--- config.mk ---
export PLATFORM = sky130hd
export DESIGN_NAME = dmem_arbiter
export DESIGN_NICKNAME = d
export VERILOG_FILES = /design/src/rtl/dmem_pkg.sv /design/src/rtl/rr_arb2.sv /design/src/rtl/dmem_arbiter.sv
export SDC_FILE = /design/constraint.sdc
export NUM_CORES = 1
export LEC_CHECK = 0
export ABC_AREA = 1
export CORE_MARGIN = 4
export CORE_UTILIZATION = 39
export CTS_CLUSTER_DIAMETER = 30
export DETAILED_ROUTE_END_ITERATION = 7
export PLACE_DENSITY_LB_ADDON = 0.05
export SKIP_LAST_GASP = 1
export SYNTH_ARGS = -nofsm -noshare
export SYNTH_HDL_FRONTEND = slang
export SYNTH_HIERARCHICAL = 1
export SYNTH_SLANG_ARGS = --single-unit
--- constraint.sdc ---
create_clock -name sysclk -period 1.5 [get_ports sysclk]
set_input_delay 0.15 -clock sysclk [delete_from_list [all_inputs] [get_ports sysclk]]
set_output_delay 0.15 -clock sysclk [all_outputs]
set_load 0.01 [all_outputs]
--- src/rtl/dmem_pkg.sv ---
// Shared constants for the data-memory arbiter: FSM encodings, default widths
// and requester port indices.
package dmem_pkg;

    localparam int ADDR_W_DEF = 8;
    localparam int DATA_W_DEF = 8;

    localparam logic [1:0] ST_IDLE   = 2'd0;
    localparam logic [1:0] ST_ACCESS = 2'd1;
    localparam logic [1:0] ST_DONE   = 2'd2;

    localparam logic PORT0 = 1'b0;
    localparam logic PORT1 = 1'b1;

    function automatic logic [1:0] idx_to_onehot(input logic idx);
        return (idx == PORT1) ? 2'b10 : 2'b01;
    endfunction

endpackage

--- src/rtl/rr_arb2.sv ---
// Two-way round-robin picker: a lone request wins outright, and a tie goes to
// the port that was not granted last.
module rr_arb2 (
    input  logic [1:0] valid_i,
    input  logic       last_grant_i,
    output logic [1:0] grant_o
);

    always_comb begin
        grant_o = 2'b00;
        unique case (valid_i)
            2'b01:   grant_o = 2'b01;
            2'b10:   grant_o = 2'b10;
            2'b11:   grant_o = last_grant_i ? 2'b01 : 2'b10;
            default: grant_o = 2'b00;
        endcase
    end

endmodule

--- src/rtl/dmem_arbiter.sv ---
// Arbitrates two load/store requesters onto the 256x8 data memory, one access
// at a time, and returns read data with a one-cycle completion pulse.
//
//   state  | meaning
//   IDLE   | waiting for a request; winner sees ready and its fields are captured
//   ACCESS | memory driven from captured regs for one cycle; load data registered
//   DONE   | done pulse to the granted port; last_grant updated
module dmem_arbiter
    import dmem_pkg::*;
#(
    parameter int ADDR_W = ADDR_W_DEF,
    parameter int DATA_W = DATA_W_DEF
) (
    input  logic              sysclk,
    input  logic              reset,
    input  logic              req0_valid,
    input  logic              req0_write,
    input  logic [ADDR_W-1:0] req0_addr,
    input  logic [DATA_W-1:0] req0_wdata,
    output logic              req0_ready,
    output logic              req0_done,
    output logic [DATA_W-1:0] req0_rdata,
    input  logic              req1_valid,
    input  logic              req1_write,
    input  logic [ADDR_W-1:0] req1_addr,
    input  logic [DATA_W-1:0] req1_wdata,
    output logic              req1_ready,
    output logic              req1_done,
    output logic [DATA_W-1:0] req1_rdata,
    output logic [ADDR_W-1:0] mem_addr,
    output logic [DATA_W-1:0] mem_wdata,
    output logic              mem_write,
    input  logic [DATA_W-1:0] mem_rdata
);

    logic [1:0]        state_q, state_d;
    logic              last_grant_q, last_grant_d;
    logic              gnt_idx_q, gnt_idx_d;
    logic              wr_q, wr_d;
    logic [ADDR_W-1:0] addr_q, addr_d;
    logic [DATA_W-1:0] wdata_q, wdata_d;
    logic [DATA_W-1:0] rdata_q, rdata_d;

    logic [1:0] pick;
    logic [1:0] ready;
    logic [1:0] done;

    rr_arb2 u_rr_arb2 (
        .valid_i      ({req1_valid, req0_valid}),
        .last_grant_i (last_grant_q),
        .grant_o      (pick)
    );

    assign ready = (state_q == ST_IDLE) ? pick : 2'b00;
    assign done  = (state_q == ST_DONE) ? idx_to_onehot(gnt_idx_q) : 2'b00;

    always_comb begin
        state_d      = state_q;
        last_grant_d = last_grant_q;
        gnt_idx_d    = gnt_idx_q;
        wr_d         = wr_q;
        addr_d       = addr_q;
        wdata_d      = wdata_q;
        rdata_d      = rdata_q;
        case (state_q)
            ST_IDLE: begin
                if (|pick) begin
                    state_d   = ST_ACCESS;
                    gnt_idx_d = pick[1] ? PORT1 : PORT0;
                    wr_d      = pick[1] ? req1_write : req0_write;
                    addr_d    = pick[1] ? req1_addr  : req0_addr;
                    wdata_d   = pick[1] ? req1_wdata : req0_wdata;
                end
            end
            ST_ACCESS: begin
                // Stores echo their own write data back on completion.
                rdata_d = wr_q ? wdata_q : mem_rdata;
                state_d = ST_DONE;
            end
            ST_DONE: begin
                last_grant_d = gnt_idx_q;
                state_d      = ST_IDLE;
            end
            default: state_d = ST_IDLE;
        endcase
    end

    always_ff @(posedge sysclk) begin
        if (reset) begin
            state_q      <= ST_IDLE;
            last_grant_q <= PORT1;
            gnt_idx_q    <= PORT0;
            wr_q         <= 1'b0;
            addr_q       <= '0;
            wdata_q      <= '0;
            rdata_q      <= '0;
        end else begin
            state_q      <= state_d;
            last_grant_q <= last_grant_d;
            gnt_idx_q    <= gnt_idx_d;
            wr_q         <= wr_d;
            addr_q       <= addr_d;
            wdata_q      <= wdata_d;
            rdata_q      <= rdata_d;
        end
    end

    // Address/data come straight from the capture regs so they never glitch
    // toward the other requester between accesses.
    assign mem_addr   = addr_q;
    assign mem_wdata  = wdata_q;
    assign mem_write  = (state_q == ST_ACCESS) && wr_q;

    assign req0_ready = ready[0];
    assign req1_ready = ready[1];
    assign req0_done  = done[0];
    assign req1_done  = done[1];
    assign req0_rdata = rdata_q;
    assign req1_rdata = rdata_q;

endmodule

# Word-level counts from Yosys, hierarchy flattened
# Cells that the tools add are included.
totals:
  out_inout_bits: 37
  input_bits: 46
  regBits: 29
op_classes:
  n_reduce_logical: 4
  n_eq_ne: 6
  n_mux: 12
op_table:
  columns: ["cell", "n"]
  rows:
  - ["$mux W8", 3]
  - ["$mux W2", 5]
  - ["$eq A2 B2 Y1 const B", 3]
  - ["$pmux W2 S3", 1]
  - ["$eq A2 B1 Y1 const B", 2]
  - ["$pmux W2 S2", 1]
  - ["$logic_not A2 Y1", 1]
  - ["$mux W1", 2]
  - ["$ne A2 B1 Y1 const B", 1]
  - ["$reduce_and A2 Y1", 1]
  - ["$reduce_or A2 Y1", 1]
  - ["$logic_and A1 B1 Y1", 1]

# Logic depth before layout (Yosys ltp)
logic_depth:
  ltp_word: 5
  mapped_depth: 10
  ltp_nobuf: 9

# Hierarchy
# Netlist, hierarchy kept.
modules_own_cells:
  columns: ["module", "n_inst", "seq_area_each_um2", "area_per_inst_um2", "cells_per_inst"]
  rows:
  - ["dmem_arbiter", 1, 580.6, 1577.8, 264]
  - ["rr_arb2", 1, 0.0, 21.3, 5]

# Worst setup path before layout
# OpenSTA, ideal clock, no wires.
synth_timing:
  kind: "reg2reg"
  from: "register last_grant_q"
  to: "register addr_q[0], in the netlist mem_addr[0]"
  period_less_slack_ns: 1.191
  t_arrival_ns: 1.079
  setup_ns: 0.113
  required_ns: 1.387
  stages_incl_launch_ff: 9
  setup_slack_ns: 0.309
  path_buffers: 2
  cell_sequence: "dfxtp_1 > a21oi_1 > buf_6 > inv_4 > nand2_2 > nand2_4 > buf_4 > nor2_1 > nor2_1"
synth_between:
  elab_chain_len: 4
synth_rtl:
  columns: ["element", "line_no", "rtl"]
  rows:
  - ["start, declared", "dmem_arbiter.sv:37", "logic last_grant_q, last_grant_d;"]
  - ["start signal, assigned", "dmem_arbiter.sv:99", "last_grant_q <= last_grant_d;"]
  - ["$mux W2 *", "rr_arb2.sv:14", "2'b11: grant_o = last_grant_i ? 2'b01 : 2'b10;"]
  - ["$pmux W2 S3 *", "rr_arb2.sv:11", "unique case (valid_i)"]
  - ["named net pick[1]", "dmem_arbiter.sv:44", "logic [1:0] pick;"]
  - ["$reduce_or A2 Y1", "dmem_arbiter.sv:67", "if (|pick) begin"]
  - ["$reduce_and A2 Y1 (no source line)", null, null]
  - ["end signal, assigned", "dmem_arbiter.sv:102", "addr_q <= addr_d;"]
  - ["end, declared", "dmem_arbiter.sv:40", "logic [ADDR_W-1:0] addr_q, addr_d;"]
# Mark *: on every way through the listed nets, which the timed path passes. The rest lies on a longest branch.
# A chain may end at the register's enable or synchronous reset.

# Worst setup path in the final report
layout_timing:
  from: "register state_q[0]"
  to: "output port mem_write"
layout_between:
  elab_chain_len: 2
layout_rtl:
  columns: ["element", "line_no", "rtl"]
  rows:
  - ["start, declared", "dmem_arbiter.sv:36", "logic [1:0] state_q, state_d;"]
  - ["start signal, assigned", "dmem_arbiter.sv:98", "state_q <= state_d;"]
  - ["$eq A2 B1 Y1", "dmem_arbiter.sv:112", "assign mem_write = (state_q == ST_ACCESS) && wr_q;"]
  - ["$logic_and A1 B1 Y1", "dmem_arbiter.sv:112", null]
  - ["end, declared", "dmem_arbiter.sv:32", "output logic mem_write,"]
# Every way passes these cells.

==> impl_metrics.env <==
export IMPL_io_pins=83
export IMPL_antenna_left=0
export IMPL_yosys_area_top_type_share_pct=36.3
export IMPL_cap_violations=0
export IMPL_whs_path_depth=2
export IMPL_start_util_pct=40.3
export IMPL_viasPerCell=4.16
export IMPL_status="finished, final reports clean"
export IMPL_yosys_area_top_type="dfxtp_1"
export IMPL_cts_made_buffers=5
export IMPL_vias=1654
export IMPL_synth_area_um2=1600
export IMPL_numClockSinks=29
export IMPL_mostFrequentLayoutCells="nand2_1, clkdlybuf4s50_1, nor2_1"
export IMPL_clk_latency_ns=0.27
export IMPL_layout_commonest_cell="nand2_1"
export IMPL_worstPathRequired_ns=1.35
export IMPL_syn_num_nets=315
export IMPL_finalCritPeriodShare_pct=92.7
export IMPL_post_place_cells=390
export IMPL_core_area_um2=3970
export IMPL_grt_first_pass_wirelength_um=6440
export IMPL_cts_htree_levels=2
export IMPL_cts_repair_resized=8
export IMPL_start_kind="flop"
export IMPL_instances_no_fill=398
export IMPL_grt_pass1_vias=1542
export IMPL_hold_path_class="flop to flop"
export IMPL_p_per_area_nw_per_um2=944
export IMPL_route_detailed_drc=0
export IMPL_hold_violations=0
export IMPL_grt_max_degree=36
export IMPL_firstDrtPassIters=4
export IMPL_min_from="last_grant_q"
export IMPL_max_freq_mhz=719
export IMPL_ff2ff_path_depth=7
export IMPL_cts_buffer_depth=2
export IMPL_nets=393
export IMPL_syn_inst=269
export IMPL_finalMaxSlewViolations=0
export IMPL_syn2layout_area_growth_pct=57.8
export IMPL_fin_worst_skew_ns=0.00247
export IMPL_drive_gt1_share_pct=7.18
export IMPL_peakVddDrop_mv=0.515
export IMPL_setup_viol=0
export IMPL_syn_area_per_cell_um2=5.94
export IMPL_register_area_um2=583
export IMPL_place_congestion=0.712
export IMPL_antennaDiodeCount=0
export IMPL_r2r_start="last_grant_q"
export IMPL_leakage_uw=0.00127
export IMPL_fin_crit_ns=1.39
export IMPL_die_w_um=72.0
export IMPL_cts_setup_buffers=0
export IMPL_r2r_slack_ns=0.18
export IMPL_critPathMaxFanout=3
export IMPL_path_clk_slew_ns=0.06
export IMPL_yosys_cell_types_count=15
export IMPL_drt_initial_drc_count=73
export IMPL_slew_headroom_pct=77.0
export IMPL_finalSetupTns_ns=0
export IMPL_synth_area_top_cells="dfxtp_1, nand2_1, nor2_1"
export IMPL_yosysSeqAreaShare_pct=36.3
export IMPL_cts_tree="built"
export IMPL_overflow=0
export IMPL_ys_seq_elements=29
export IMPL_worst_setup_path_end_kind="primary output"
export IMPL_dpl_hpwl_um=2920
export IMPL_num_rows=23
export IMPL_clockRootBuffer="clkbuf_8"
export IMPL_cp_arrival_ns=1.24
export IMPL_antenna_found_initial=0
export IMPL_die_area_um2=5190
export IMPL_die_height_um=72.0
export IMPL_path_class="flop to primary output"
export IMPL_portBuffers=82
export IMPL_drt_wl_total_um=3920
export IMPL_yosysWarnings=6
export IMPL_worstMarginPinSlew_ns=0.344
export IMPL_wl_per_cell_um=9.86
export IMPL_worstReg2RegEnd="mem_wdata[7]"
export IMPL_ctsHoldBuffers=0
export IMPL_rsz0062_at_grt="no"
export IMPL_fill_cells=418
export IMPL_multi_input_area_um2=747
export IMPL_whs_endpoint="last_grant_q"
export IMPL_grt_use_total_pct=15.8
## how the worst max path moves through the flow
stage                 startpoint      endpoint  slack (ns)  depth (start not counted)
global placement      req1_valid    req1_ready       -0.14                          6
global route          req1_valid  mem_wdata[7]        0.03                          9
finish                state_q[0]     mem_write        0.11                          5
detailed placement    req1_valid    req1_ready       -0.16                          6
floorplan           last_grant_q   mem_addr[0]        0.31                          8
CTS                   state_q[0]     mem_write        0.10                          5
## cell usage after synthesis
| library cell | count |
|---|---|
| nand2_2 | 1 |
| nor2_1 | 62 |
| nand2_4 | 1 |
| buf_4 | 10 |
| o21ai_0 | 7 |
| buf_6 | 4 |
| a21oi_1 | 2 |
| o21ai_1 | 1 |
| inv_1 | 33 |
| nand2_1 | 108 |
| nand3_1 | 3 |
| inv_4 | 1 |
| dfxtp_1 | 29 |
| buf_2 | 5 |
| nor2_4 | 2 |
## flip-flops by register name (all words and copies together), names as in the netlist
register / cells
state_q: 2
last_grant_q: 1
gnt_idx_q: 1
mem_wdata: 8
req0_rdata: 8
wr_q: 1
mem_addr: 8
## power breakdown
| part | switching (µW) | leakage, µW | internal, µW |
|---|---|---|---|
| clock network | 286 | 0.0000542 | 414 |
| logic | 351 | 0.000979 | 408 |
| registers | 62.6 | 0.000240 | 862 |
| total | 699 | 0.00127 | 1680 |
## cell type report
type	instances	share of cell area (%)
multi-input cells	187	29.6
clock buffers	7	3.82
inverters	34	5.16
clock inverters	1	0.198
repair buffers	90	35.6
flip-flops and latches	29	23.1
well taps	50	2.48
## stage by stage
step	power (µW)	util [%]	hold slack, ns	setup WS [ns]	cell area [µm²]
finish	2380	63.5	0.495	0.109	2520
global route	2550	63.5	0.504	0.0297	2520
CTS	2420	63.5	0.492	0.102	2520
detailed placement	1710	61.1	0.493	-0.161	2430
global placement	1700	61.1	0.486	-0.144	2430
floorplan	1350	-	0.219	0.309	1600
## kinds of logic (layout without fill, tap and decap cells)
| kind of cell | Yosys count | count (layout) | share of synthesized area [%] |
|---|---|---|---|
| AND/OR/NAND/NOR | 177 | 177 | 43.3 |
| AO/OA/AOI/OAI | 10 | 10 | 3.13 |
| flip-flops | 29 | 29 | 36.3 |
| buffers and inverters | 53 | 132 | 17.2 |
## worst max-delay path, cell delays in order, from the launching register on
cell and delay [ns]:
dfxtp_1 0.38, inv_2 0.08, nor2_4 0.08, inv_1 0.06, nor2_1 0.08, dlygate4sd2_1 0.29
## routing by layer
metal  global-route usage (%)  part of all wire (%)
met2                     26.4                    45
met3                     7.06                   9.4
met5                        0                     0
met4                     4.38                  0.33
met1                     18.3                    45
No activity file was read; power rests on OpenSTA's default activity.
